--- config.mk ---
export PLATFORM = sky130hd
export DESIGN_NAME = voice_allocator
export DESIGN_NICKNAME = d
export VERILOG_FILES = /design/src/rtl/voice_allocator.sv
export SDC_FILE = /design/constraint.sdc
export NUM_CORES = 1
export LEC_CHECK = 0
export CAP_MARGIN = 20
export CORE_MARGIN = 2
export CORE_UTILIZATION = 60
export CTS_CLUSTER_SIZE = 40
export DETAILED_ROUTE_END_ITERATION = 8
export GPL_TIMING_DRIVEN = 0
export PLACE_DENSITY = 0.86
export SETUP_SLACK_MARGIN = 0.1
export SLEW_MARGIN = 20
export SYNTH_ARGS = -nofsm -noshare
export SYNTH_HDL_FRONTEND = slang
export SYNTH_SLANG_ARGS = --single-unit
--- constraint.sdc ---
create_clock -name i_Clock -period 7.95 [get_ports i_Clock]
set_clock_uncertainty 0.2 [all_clocks]
set_input_delay 1.1925 -clock i_Clock [delete_from_list [all_inputs] [get_ports i_Clock]]
set_output_delay 1.1925 -clock i_Clock [all_outputs]
set_load 0.02 [all_outputs]
--- src/rtl/voice_allocator.sv ---
// voice_allocator: turns note-on/note-off commands into FM voice-operator
// register writes. Tracks which of NUM_VOICES voices are sounding, scans them
// one per cycle to pick a target, then sequences the off / phase-step / NoteOn
// writes onto a valid/ready write port.
//
// Optional feature macro: VOICE_STEAL_EN. When defined, a note-on that finds
// neither a matching nor a free voice steals the oldest voice (largest
// (seq - stamp) mod 2^16, lower index on tie). When undefined that note-on is
// dropped and the age tracking (stamps, sequence counter) is not built.
//
// Handshakes: a transfer happens on a rising edge where valid && ready are
// both high; the source holds valid and its payload stable until then, and
// the sink may raise or lower ready at any time.
module voice_allocator #(
    parameter int NUM_VOICES    = 32,
    parameter int NUM_OPERATORS = 8
) (
    input  logic                  i_Clock,
    input  logic                  i_Reset,
    input  logic                  i_CmdValid,
    output logic                  o_CmdReady,
    input  logic                  i_CmdNoteOn,
    input  logic [6:0]            i_CmdKey,
    input  logic [15:0]           i_CmdPhaseStep,
    output logic                  o_WriteValid,
    input  logic                  i_WriteReady,
    output logic [14:0]           o_WriteNumber,
    output logic [15:0]           o_WriteValue,
    output logic [NUM_VOICES-1:0] o_VoiceActive,
    output logic                  o_Drop,
    output logic [2:0]            o_DbgState
);

    typedef enum logic [2:0] {
        S_IDLE        = 3'd0,
        S_SCAN        = 3'd1,
        S_WRITE_OFF   = 3'd2,
        S_WRITE_PHASE = 3'd3,
        S_WRITE_ON    = 3'd4
    } state_t;

    localparam logic [5:0] SCAN_LAST = 6'(NUM_VOICES - 1);
    localparam logic [5:0] SCAN_TAIL = 6'(NUM_VOICES);
    localparam logic [2:0] OP_LAST   = 3'(NUM_OPERATORS - 1);

    state_t                state_q, state_d;
    logic [5:0]            scan_idx_q, scan_idx_d;
    logic                  cmd_on_q, cmd_on_d;
    logic [6:0]            cmd_key_q, cmd_key_d;
    logic [15:0]           cmd_step_q, cmd_step_d;
    logic                  match_found_q, match_found_d;
    logic [4:0]            match_idx_q, match_idx_d;
    logic                  free_found_q, free_found_d;
    logic [4:0]            free_idx_q, free_idx_d;
    logic [4:0]            tgt_q, tgt_d;
    logic [2:0]            op_q, op_d;
    logic                  drop_q, drop_d;
    logic [NUM_VOICES-1:0] active_q, active_d;
    logic [6:0]            key_q [NUM_VOICES];
    logic [6:0]            key_d [NUM_VOICES];

    // Scan results including the voice visited this cycle.
    logic [4:0]            cur_v;
    logic                  match_found_s, free_found_s;
    logic [4:0]            match_idx_s, free_idx_s;

`ifdef VOICE_STEAL_EN
    logic [15:0]           seq_q, seq_d;
    logic [15:0]           stamp_q [NUM_VOICES];
    logic [15:0]           stamp_d [NUM_VOICES];
    logic                  old_found_q, old_found_d;
    logic [4:0]            old_idx_q, old_idx_d;
    logic [15:0]           old_age_q, old_age_d;
    logic                  old_found_s;
    logic [4:0]            old_idx_s;
    logic [15:0]           old_age_s;
    logic [15:0]           cur_age;
`endif

    // Fold the currently visited voice into the running scan results.
    always_comb begin
        cur_v         = scan_idx_q[4:0];
        match_found_s = match_found_q;
        match_idx_s   = match_idx_q;
        free_found_s  = free_found_q;
        free_idx_s    = free_idx_q;
        if (!match_found_q && active_q[cur_v] && (key_q[cur_v] == cmd_key_q)) begin
            match_found_s = 1'b1;
            match_idx_s   = cur_v;
        end
        if (!free_found_q && !active_q[cur_v]) begin
            free_found_s = 1'b1;
            free_idx_s   = cur_v;
        end
`ifdef VOICE_STEAL_EN
        cur_age     = seq_q - stamp_q[cur_v];
        old_found_s = old_found_q;
        old_idx_s   = old_idx_q;
        old_age_s   = old_age_q;
        // Strict compare keeps the lower index on equal ages.
        if (active_q[cur_v] && (!old_found_q || (cur_age > old_age_q))) begin
            old_found_s = 1'b1;
            old_idx_s   = cur_v;
            old_age_s   = cur_age;
        end
`endif
    end

    // Next-state logic: command latch, scan bookkeeping, write sequencing.
    always_comb begin
        state_d       = state_q;
        scan_idx_d    = scan_idx_q;
        cmd_on_d      = cmd_on_q;
        cmd_key_d     = cmd_key_q;
        cmd_step_d    = cmd_step_q;
        match_found_d = match_found_q;
        match_idx_d   = match_idx_q;
        free_found_d  = free_found_q;
        free_idx_d    = free_idx_q;
        tgt_d         = tgt_q;
        op_d          = op_q;
        drop_d        = 1'b0;
        active_d      = active_q;
        key_d         = key_q;
`ifdef VOICE_STEAL_EN
        seq_d         = seq_q;
        stamp_d       = stamp_q;
        old_found_d   = old_found_q;
        old_idx_d     = old_idx_q;
        old_age_d     = old_age_q;
`endif
        case (state_q)
            S_IDLE: begin
                if (i_CmdValid) begin
                    cmd_on_d      = i_CmdNoteOn;
                    cmd_key_d     = i_CmdKey;
                    cmd_step_d    = i_CmdPhaseStep;
                    scan_idx_d    = 6'd0;
                    match_found_d = 1'b0;
                    free_found_d  = 1'b0;
`ifdef VOICE_STEAL_EN
                    old_found_d   = 1'b0;
`endif
                    state_d       = S_SCAN;
                end
            end
            S_SCAN: begin
                if (scan_idx_q == SCAN_TAIL) begin
                    // Cycle in which the drop pulse is visible.
                    state_d = S_IDLE;
                end else begin
                    match_found_d = match_found_s;
                    match_idx_d   = match_idx_s;
                    free_found_d  = free_found_s;
                    free_idx_d    = free_idx_s;
`ifdef VOICE_STEAL_EN
                    old_found_d   = old_found_s;
                    old_idx_d     = old_idx_s;
                    old_age_d     = old_age_s;
`endif
                    scan_idx_d    = scan_idx_q + 6'd1;
                    if (scan_idx_q == SCAN_LAST) begin
                        op_d = 3'd0;
                        if (match_found_s) begin
                            tgt_d   = match_idx_s;
                            state_d = S_WRITE_OFF;
                        end else if (cmd_on_q && free_found_s) begin
                            tgt_d   = free_idx_s;
                            state_d = S_WRITE_PHASE;
`ifdef VOICE_STEAL_EN
                        end else if (cmd_on_q && old_found_s) begin
                            tgt_d   = old_idx_s;
                            state_d = S_WRITE_OFF;
`endif
                        end else begin
                            drop_d = 1'b1;
                        end
                    end
                end
            end
            S_WRITE_OFF: begin
                if (i_WriteReady) begin
                    if (cmd_on_q) begin
                        op_d    = 3'd0;
                        state_d = S_WRITE_PHASE;
                    end else begin
                        active_d[tgt_q] = 1'b0;
                        state_d         = S_IDLE;
                    end
                end
            end
            S_WRITE_PHASE: begin
                if (i_WriteReady) begin
                    if (op_q == OP_LAST) begin
                        state_d = S_WRITE_ON;
                    end else begin
                        op_d = op_q + 3'd1;
                    end
                end
            end
            S_WRITE_ON: begin
                if (i_WriteReady) begin
                    active_d[tgt_q] = 1'b1;
                    key_d[tgt_q]    = cmd_key_q;
`ifdef VOICE_STEAL_EN
                    stamp_d[tgt_q]  = seq_q;
                    seq_d           = seq_q + 16'd1;
`endif
                    state_d         = S_IDLE;
                end
            end
            default: state_d = S_IDLE;
        endcase
    end

    // State registers with synchronous reset.
    always_ff @(posedge i_Clock) begin
        if (i_Reset) begin
            state_q       <= S_IDLE;
            scan_idx_q    <= 6'd0;
            cmd_on_q      <= 1'b0;
            cmd_key_q     <= 7'd0;
            cmd_step_q    <= 16'd0;
            match_found_q <= 1'b0;
            match_idx_q   <= 5'd0;
            free_found_q  <= 1'b0;
            free_idx_q    <= 5'd0;
            tgt_q         <= 5'd0;
            op_q          <= 3'd0;
            drop_q        <= 1'b0;
            active_q      <= '0;
            key_q         <= '{default: '0};
`ifdef VOICE_STEAL_EN
            seq_q         <= 16'd0;
            stamp_q       <= '{default: '0};
            old_found_q   <= 1'b0;
            old_idx_q     <= 5'd0;
            old_age_q     <= 16'd0;
`endif
        end else begin
            state_q       <= state_d;
            scan_idx_q    <= scan_idx_d;
            cmd_on_q      <= cmd_on_d;
            cmd_key_q     <= cmd_key_d;
            cmd_step_q    <= cmd_step_d;
            match_found_q <= match_found_d;
            match_idx_q   <= match_idx_d;
            free_found_q  <= free_found_d;
            free_idx_q    <= free_idx_d;
            tgt_q         <= tgt_d;
            op_q          <= op_d;
            drop_q        <= drop_d;
            active_q      <= active_d;
            key_q         <= key_d;
`ifdef VOICE_STEAL_EN
            seq_q         <= seq_d;
            stamp_q       <= stamp_d;
            old_found_q   <= old_found_d;
            old_idx_q     <= old_idx_d;
            old_age_q     <= old_age_d;
`endif
        end
    end

    // Output decode; write payload depends only on state/target/op, so it
    // holds still while a write is stalled.
    always_comb begin
        o_CmdReady    = (state_q == S_IDLE);
        o_WriteValid  = 1'b0;
        o_WriteNumber = '0;
        o_WriteValue  = '0;
        case (state_q)
            S_WRITE_OFF: begin
                o_WriteValid  = 1'b1;
                o_WriteNumber = {1'b0, 6'h10, tgt_q, 3'b000};
                o_WriteValue  = 16'h0000;
            end
            S_WRITE_PHASE: begin
                o_WriteValid  = 1'b1;
                o_WriteNumber = {1'b0, 6'h00, tgt_q, op_q};
                o_WriteValue  = cmd_step_q;
            end
            S_WRITE_ON: begin
                o_WriteValid  = 1'b1;
                o_WriteNumber = {1'b0, 6'h10, tgt_q, 3'b000};
                o_WriteValue  = 16'h0001;
            end
            default: ;
        endcase
        o_VoiceActive = active_q;
        o_Drop        = drop_q;
        o_DbgState    = state_q;
    end

endmodule

==> flow_summary.yaml, run 1 <==
run_status:
  status: "finished, final reports clean"
place:
  hpwl_um: 37600
  dp_slack_ns: 3.40
  dp.cells: 2094
  gp_congestion: 1.03
  port_buffers: 89
clock_tree:
  tritoncts: "built"
  cts_resized: 0
  clock_sinks: 310
  cts-buffers-inserted: 34
  path_clk_slew_ns: 0.06
  max-clock-path-buffers: 3
  cts-root-buf: "clkbuf_16"
  postCtsSetupRepairBufs: 0
  clk_latency_ns: 0.52
  cts_htree_levels: 2
  postCtsHoldBufs: 0
global_route:
  grt_pass1_wl_um: 78800
  overflow: 0
  grt_usage_pct: 42.3
  antenna_found_initial: 0
  grt_pass1_vias: 13500
  grt_max_degree: 14
power:
  seqPwrFrac_pct: 42.1
  power_mw: 3.82
  p_int_mw: 2.68
  netSwitchingPower_mw: 1.15
  p_leak_nw: 5.32
  powerDensity_mw_per_mm2: 231
  ir_drop_uv: 241
  clkPwrFrac_pct: 39.9
  comb_power_share_pct: 18.1
  swShare_pct: 30.0
sta:
  setup_viol: 0
  tns_ns: 0
  min_period_ns: 4.34
  drv_slew: 0
  grt_setup_unrepaired: "no"
  fmax_mhz: 230
  tightestPinTransition_ns: 1.25
  finalHoldViolCount: 0
  fin_crit_sh_pct: 54.6
  worst_slack_ns: 3.61
  relSlewSlack_pct: 16.1
final_layout:
  drive_gt1_share_pct: 7.64
  area_growth_pct: 16.9
  fin_nets: 1843
  fillers: 1816
  finalNonFillerCells: 2153
synth:
  ys_warn_count: 0
  yosysSeqAreaShare_pct: 43.8
  ys_top_cells_by_area: "dfxtp_1 44%, a21oi_1 8.7%, mux2i_1 8.0%"
  yosysMostFrequentCell: "dfxtp_1"
  synthCells: 1680
  synth_area_leader_cell: "dfxtp_1"
  synth_top_area_share_pct: 43.8
  avgSynthCellArea_um2: 8.44
  yosys-top-cells-count: "310 x dfxtp_1, 280 x nand2_1, 245 x a21oi_1, 182 x nand3_1, 119 x clkbuf_1"
  synth_edf_count: 0
  synth_area_mm2: 0.0142
  ys_ff_latch: 310
  yosysUniqueCellTypes: 63
  async_flop_share_pct: 0
  synth_flop_cell: "dfxtp_1"
critical_path:
  critPathArrivalTime_ns: 4.54
  cp.required_ns: 8.14
  ff2ff_setup_slack_ns: 3.61
  crit_fanout: 10
  endpoint_kind: "flip-flop"
  worst_r2r_path_depth: 11
  crit_path_start_kind: "flip-flop"
  reg2reg_from: "scan_idx_q[2]"
  r2r_end: "match_idx_q[2]"
  crit_type: "flip-flop to flip-flop"
routing:
  num_vias: 14400
  drtIter0Drc: 2133
  wl_um: 53000
  dr.pass1.iters: 7
  via_per_inst: 6.70
  ant_nets: 0
  avgRoutedWirePerCell_um: 24.6
  drc: 0
worst_hold_path:
  holdPathStages: 2
  holdPathEnd: "cmd_step_q[1]"
  hold_class: "flip-flop to flip-flop"
  hold_start: "cmd_step_q[1]"
floorplan:
  initial_core_util_pct: 60.7
  num_io_pins: 97
  core_mm2: 0.0233
  dieArea_mm2: 0.0249
  die_h_um: 158
  rows: 56
  fp.dieW_um: 158
job:
  drv_cap: 0
-- power by group through the flow --
stage | Sequential (mW) | Combinational, mW | Clock (mW)
2_1_floorplan | 1.64 | 0.419 | 0
3_5_place_dp | 1.64 | 0.661 | 0
5_1_grt | 1.61 | 0.720 | 1.58
4_1_cts | 1.61 | 0.664 | 1.52
3_3_place_gp | 1.64 | 0.651 | 0
6_report | 1.61 | 0.692 | 1.52
-- cell usage in the layout, fill, tap and decap left out, types with 4 or more instances in the layout --
| cell | Yosys | layout |
|---|---|---|
| dfxtp_1 | 310 | 310 |
| nand2_1 | 280 | 280 |
| a21oi_1 | 245 | 245 |
| nand3_1 | 182 | 182 |
| clkbuf_1 | 119 | 126 |
| mux2i_1 | 113 | 113 |
| nor2_1 | 98 | 97 |
| clkdlybuf4s50_1 | 0 | 89 |
| o21ai_0 | 41 | 41 |
| mux4_2 | 40 | 40 |
| clkbuf_16 | 0 | 35 |
| and2_1 | 27 | 27 |
| inv_1 | 20 | 20 |
| a22oi_1 | 15 | 15 |
| buf_2 | 13 | 13 |
| nor3_1 | 14 | 13 |
| nand4_1 | 13 | 13 |
| nand2b_1 | 12 | 12 |
| buf_4 | 10 | 11 |
| nor2b_1 | 9 | 9 |
| nor3b_1 | 8 | 8 |
| buf_1 | 8 | 8 |
| clkbuf_8 | 0 | 8 |
| xor2_1 | 7 | 7 |
| o211ai_1 | 6 | 6 |
| o32ai_1 | 6 | 6 |
| conb_1 | 1 | 6 |
| clkinv_2 | 0 | 6 |
| a211oi_1 | 5 | 5 |
| a31oi_1 | 5 | 5 |
| or3_1 | 5 | 5 |
| buf_6 | 4 | 4 |
| nand3b_1 | 4 | 4 |
| and3_1 | 4 | 4 |
| o21ai_1 | 4 | 4 |
| mux2_2 | 4 | 4 |
| nor4_1 | 5 | 4 |
| ha_1 | 4 | 4 |
-- worst max-delay path by stage --
stage	from	end	slack [ns]	cells after the start
after floorplan	o_DbgState[2]	o_WriteNumber[3]	4.79	4
after global placement	i_WriteReady	key_q[82]	3.15	7
after detailed placement	i_WriteReady	key_q[131]	3.40	8
after CTS	o_DbgState[1]	o_WriteValue[5]	3.72	6
after global routing	o_DbgState[1]	o_WriteValue[1]	3.51	6
final	scan_idx_q[2]	match_idx_q[2]	3.61	11
-- final cells by class --
class / count / area, um2 / area share [%]
timing repair buffer: 90 / 898 / 5.42
antenna: 1 / 2.50 / 0.0151
buffer: 155 / 677 / 4.09
tap: 319 / 399 / 2.41
clock inverter: 8 / 46.3 / 0.279
clock buffer: 50 / 1010 / 6.11
multi-input combinational: 1198 / 7240 / 43.7
sequential: 310 / 6210 / 37.5
inverter: 22 / 82.6 / 0.499
-- routing by layer --
metal  global-route usage [%]  routed length (um)
met5                        0                   0
met2                     61.8               22300
met1                     54.5               19200
met4                     30.5                4490
met3                     10.5                7010
-- worst max-delay path, stage by stage (launching register included) --
cell     delay (ns)
dfxtp_1        0.31
buf_2          0.30
buf_2          0.45
buf_2          0.54
mux4_2         0.44
a31oi_1        0.18
nand4_1        0.17
xor2_1         0.19
nor4_2         0.60
nand4_1        0.49
mux2i_1        0.28
nor2_1         0.05
-- logic make-up (layout without fill, tap and decap cells) --
family / Yosys count / count (layout) / synth area share (%)
other cells: 1 / 7 / 0.0265
xor+xnor: 10 / 10 / 0.618
compound gates: 349 / 349 / 13.6
buf+inv: 177 / 325 / 5.36
mux: 157 / 157 / 14.7
simple gates: 672 / 672 / 21.6
fa+ha+maj: 4 / 4 / 0.353
flops: 310 / 310 / 43.8
-- stage by stage --
| stage | hold WS [ns] | cell area (um2) | util, % |
|---|---|---|---|
| 4_1_cts | 0.252 | 16600 | 71.0 |
| 2_1_floorplan | 0.232 | 14200 | - |
| 6_report | 0.247 | 16600 | 71.0 |
| 3_3_place_gp | 0.238 | 15500 | 66.4 |
| 3_5_place_dp | 0.244 | 15500 | 66.4 |
| 5_1_grt | 0.263 | 16600 | 71.0 |
Power figures use the tool's default switching activity.
==> run 2, diff against run 1 <==
- CORE_UTILIZATION: 60 -> 59
- PLACE_DENSITY: 0.86 -> 0.85
- clock period: 7.95 -> 4 ns (I/O delays scaled with it)
==> flow_summary.yaml, run 2 (synthesized netlist as in run 1, its figures left out) <==
sta:
  setup_viol: 0
  fin_crit_sh_pct: 97.2
  finalHoldViolCount: 0
  fin_hold_ws_ns: 0.253
  grt_setup_unrepaired: "no"
  tightestPinTransition_ns: 1.20
  drv_slew: 0
  relSlewSlack_pct: 19.9
  min_period_ns: 3.89
  tns_ns: 0
  fmax_mhz: 257
floorplan:
  dieArea_mm2: 0.0253
  die_h_um: 159
  initial_core_util_pct: 60.2
  fp.dieW_um: 159
  rows: 56
  core_mm2: 0.0235
  num_io_pins: 97
global_route:
  grt_usage_pct: 40.5
  grt_pass1_vias: 13500
  antenna_found_initial: 1
  grt_max_degree: 16
  overflow: 0
  grt_pass1_wl_um: 79400
clock_tree:
  path_clk_slew_ns: 0.06
  clk_latency_ns: 0.58
  max-clock-path-buffers: 3
  postCtsHoldBufs: 0
  clock_sinks: 310
  cts-buffers-inserted: 31
  cts_htree_levels: 1
  tritoncts: "built"
  cts-root-buf: "clkbuf_16"
place:
  hpwl_um: 37300
  port_buffers: 89
  gp_congestion: 1.06
routing:
  ant_nets: 0
  dr.pass1.iters: 7
  drtIter0Drc: 2274
  drc: 0
  wl_um: 53100
  num_vias: 14300
  avgRoutedWirePerCell_um: 24.6
  via_per_inst: 6.64
final_layout:
  fin_nets: 1844
  final_util_pct: 71.0
  final_cell_mix: "309 x dfxtp_1, 280 x nand2_1, 245 x a21oi_1"
  drive_gt1_share_pct: 8.27
  area_growth_pct: 17.9
  antenna_cells: 0
  mostFrequentLayoutCell: "dfxtp_1"
critical_path:
  worst_path_max_delay_cell: "mux4_2"
  reg2reg_from: "scan_idx_q[2]"
  cp.required_ns: 4.27
  crit_path_start_kind: "flip-flop"
  worst_r2r_path_depth: 12
  ff2ff_setup_slack_ns: 0.11
  crit_type: "flip-flop to flip-flop"
  crit_fanout: 10
  path_cells: "buf_2, buf_2, buf_4, mux4_2, a31oi_1, nand4_1, xor2_1, nor4_4, buf_4, nand3_2, a311o_1, o31ai_2"
  startpoint: "scan_idx_q[2]"
  endpoint_kind: "flip-flop"
  critPathArrivalTime_ns: 4.16
  slowest_delay_ns: 0.43
  endpoint: "o_DbgState[2]"
  r2r_end: "o_DbgState[2]"
job:
  drv_cap: 0
power:
  powerDensity_mw_per_mm2: 467
  ir_drop_uv: 308
  p_leak_nw: 5.37
run_status:
  status: "finished, final reports clean"
worst_hold_path:
  hold_class: "flip-flop to flip-flop"
## run 2: cell count changes in the layout (fill, tap and decap cells not counted), moves of 2 or more
cell | previous run | this run
buf_2 | 13 | 8
buf_4 | 11 | 15
bufinv_16 | 0 | 6
clkbuf_1 | 126 | 124
clkbuf_16 | 35 | 31
clkbuf_4 | 0 | 3
## run 2: routing by layer
layer  GRT usage, %  vias up  part of all wire [%]
li1               -     6121                     -
met1           51.3     6743                    35
met2           61.0     1167                    43
met3           11.4      293                    14
met4           26.4        0                   7.6
met5              0        -                     0
## run 2: worst min-delay path by stage
| stage | from | endpoint | depth (start not counted) |
|---|---|---|---|
| 2_1_floorplan | cmd_step_q[10] | cmd_step_q[10] | 2 |
| 3_3_place_gp | cmd_step_q[8] | cmd_step_q[8] | 2 |
| 3_5_place_dp | cmd_step_q[6] | cmd_step_q[6] | 2 |
| 4_1_cts | cmd_step_q[6] | cmd_step_q[6] | 2 |
| 5_1_grt | key_q[221] | key_q[221] | 2 |
| 6_report | cmd_step_q[6] | cmd_step_q[6] | 2 |
## run 2: power breakdown
group,total [mW],internal [mW],switching (mW)
Combinational,1.40,0.437,0.966
Clock,3.21,1.94,1.28
Sequential,3.20,3.15,0.0451
Total,7.81,5.52,2.29
## run 2: repair_timing
action,4_1_cts,5_1_grt
pin swaps,1,1
setup buffers,1,1
endpoints found under the setup margin,13,8
gates resized for setup,4,11
## run 2: metrics by stage
step | total power, mW | instance area (um2) | instances | setup slack, ns
CTS | 7.70 | 16700 | 2155 | 0.163
detailed placement | 4.56 | 15500 | 2096 | -0.147
global placement | 4.54 | 15500 | 2093 | -0.335
finish | 7.81 | 16700 | 2156 | 0.112
global route | 7.97 | 16700 | 2156 | 0.105
floorplan | 4.09 | 14200 | 1685 | 0.993
## run 2: final cells by class
type                    count  area, um2
well taps                 319        399
flip-flops and latches    310       6210
clock buffers              43        891
plain buffers             155        697
clock inverters            15        231
fillers                  1824       6830
repair buffers             94        932
inverters                  22       82.6
multi-input cells        1198       7280
## run 2: critical path, delay by kind of cell, from the launching register on
family	cells	cell delay, ns
buffers and inverters	4	1.28
multiplexers	1	0.43
AO/OA/AOI/OAI	3	0.82
AND/OR/NAND/NOR	3	0.53
flip-flops	1	0.32
XOR/XNOR	1	0.20
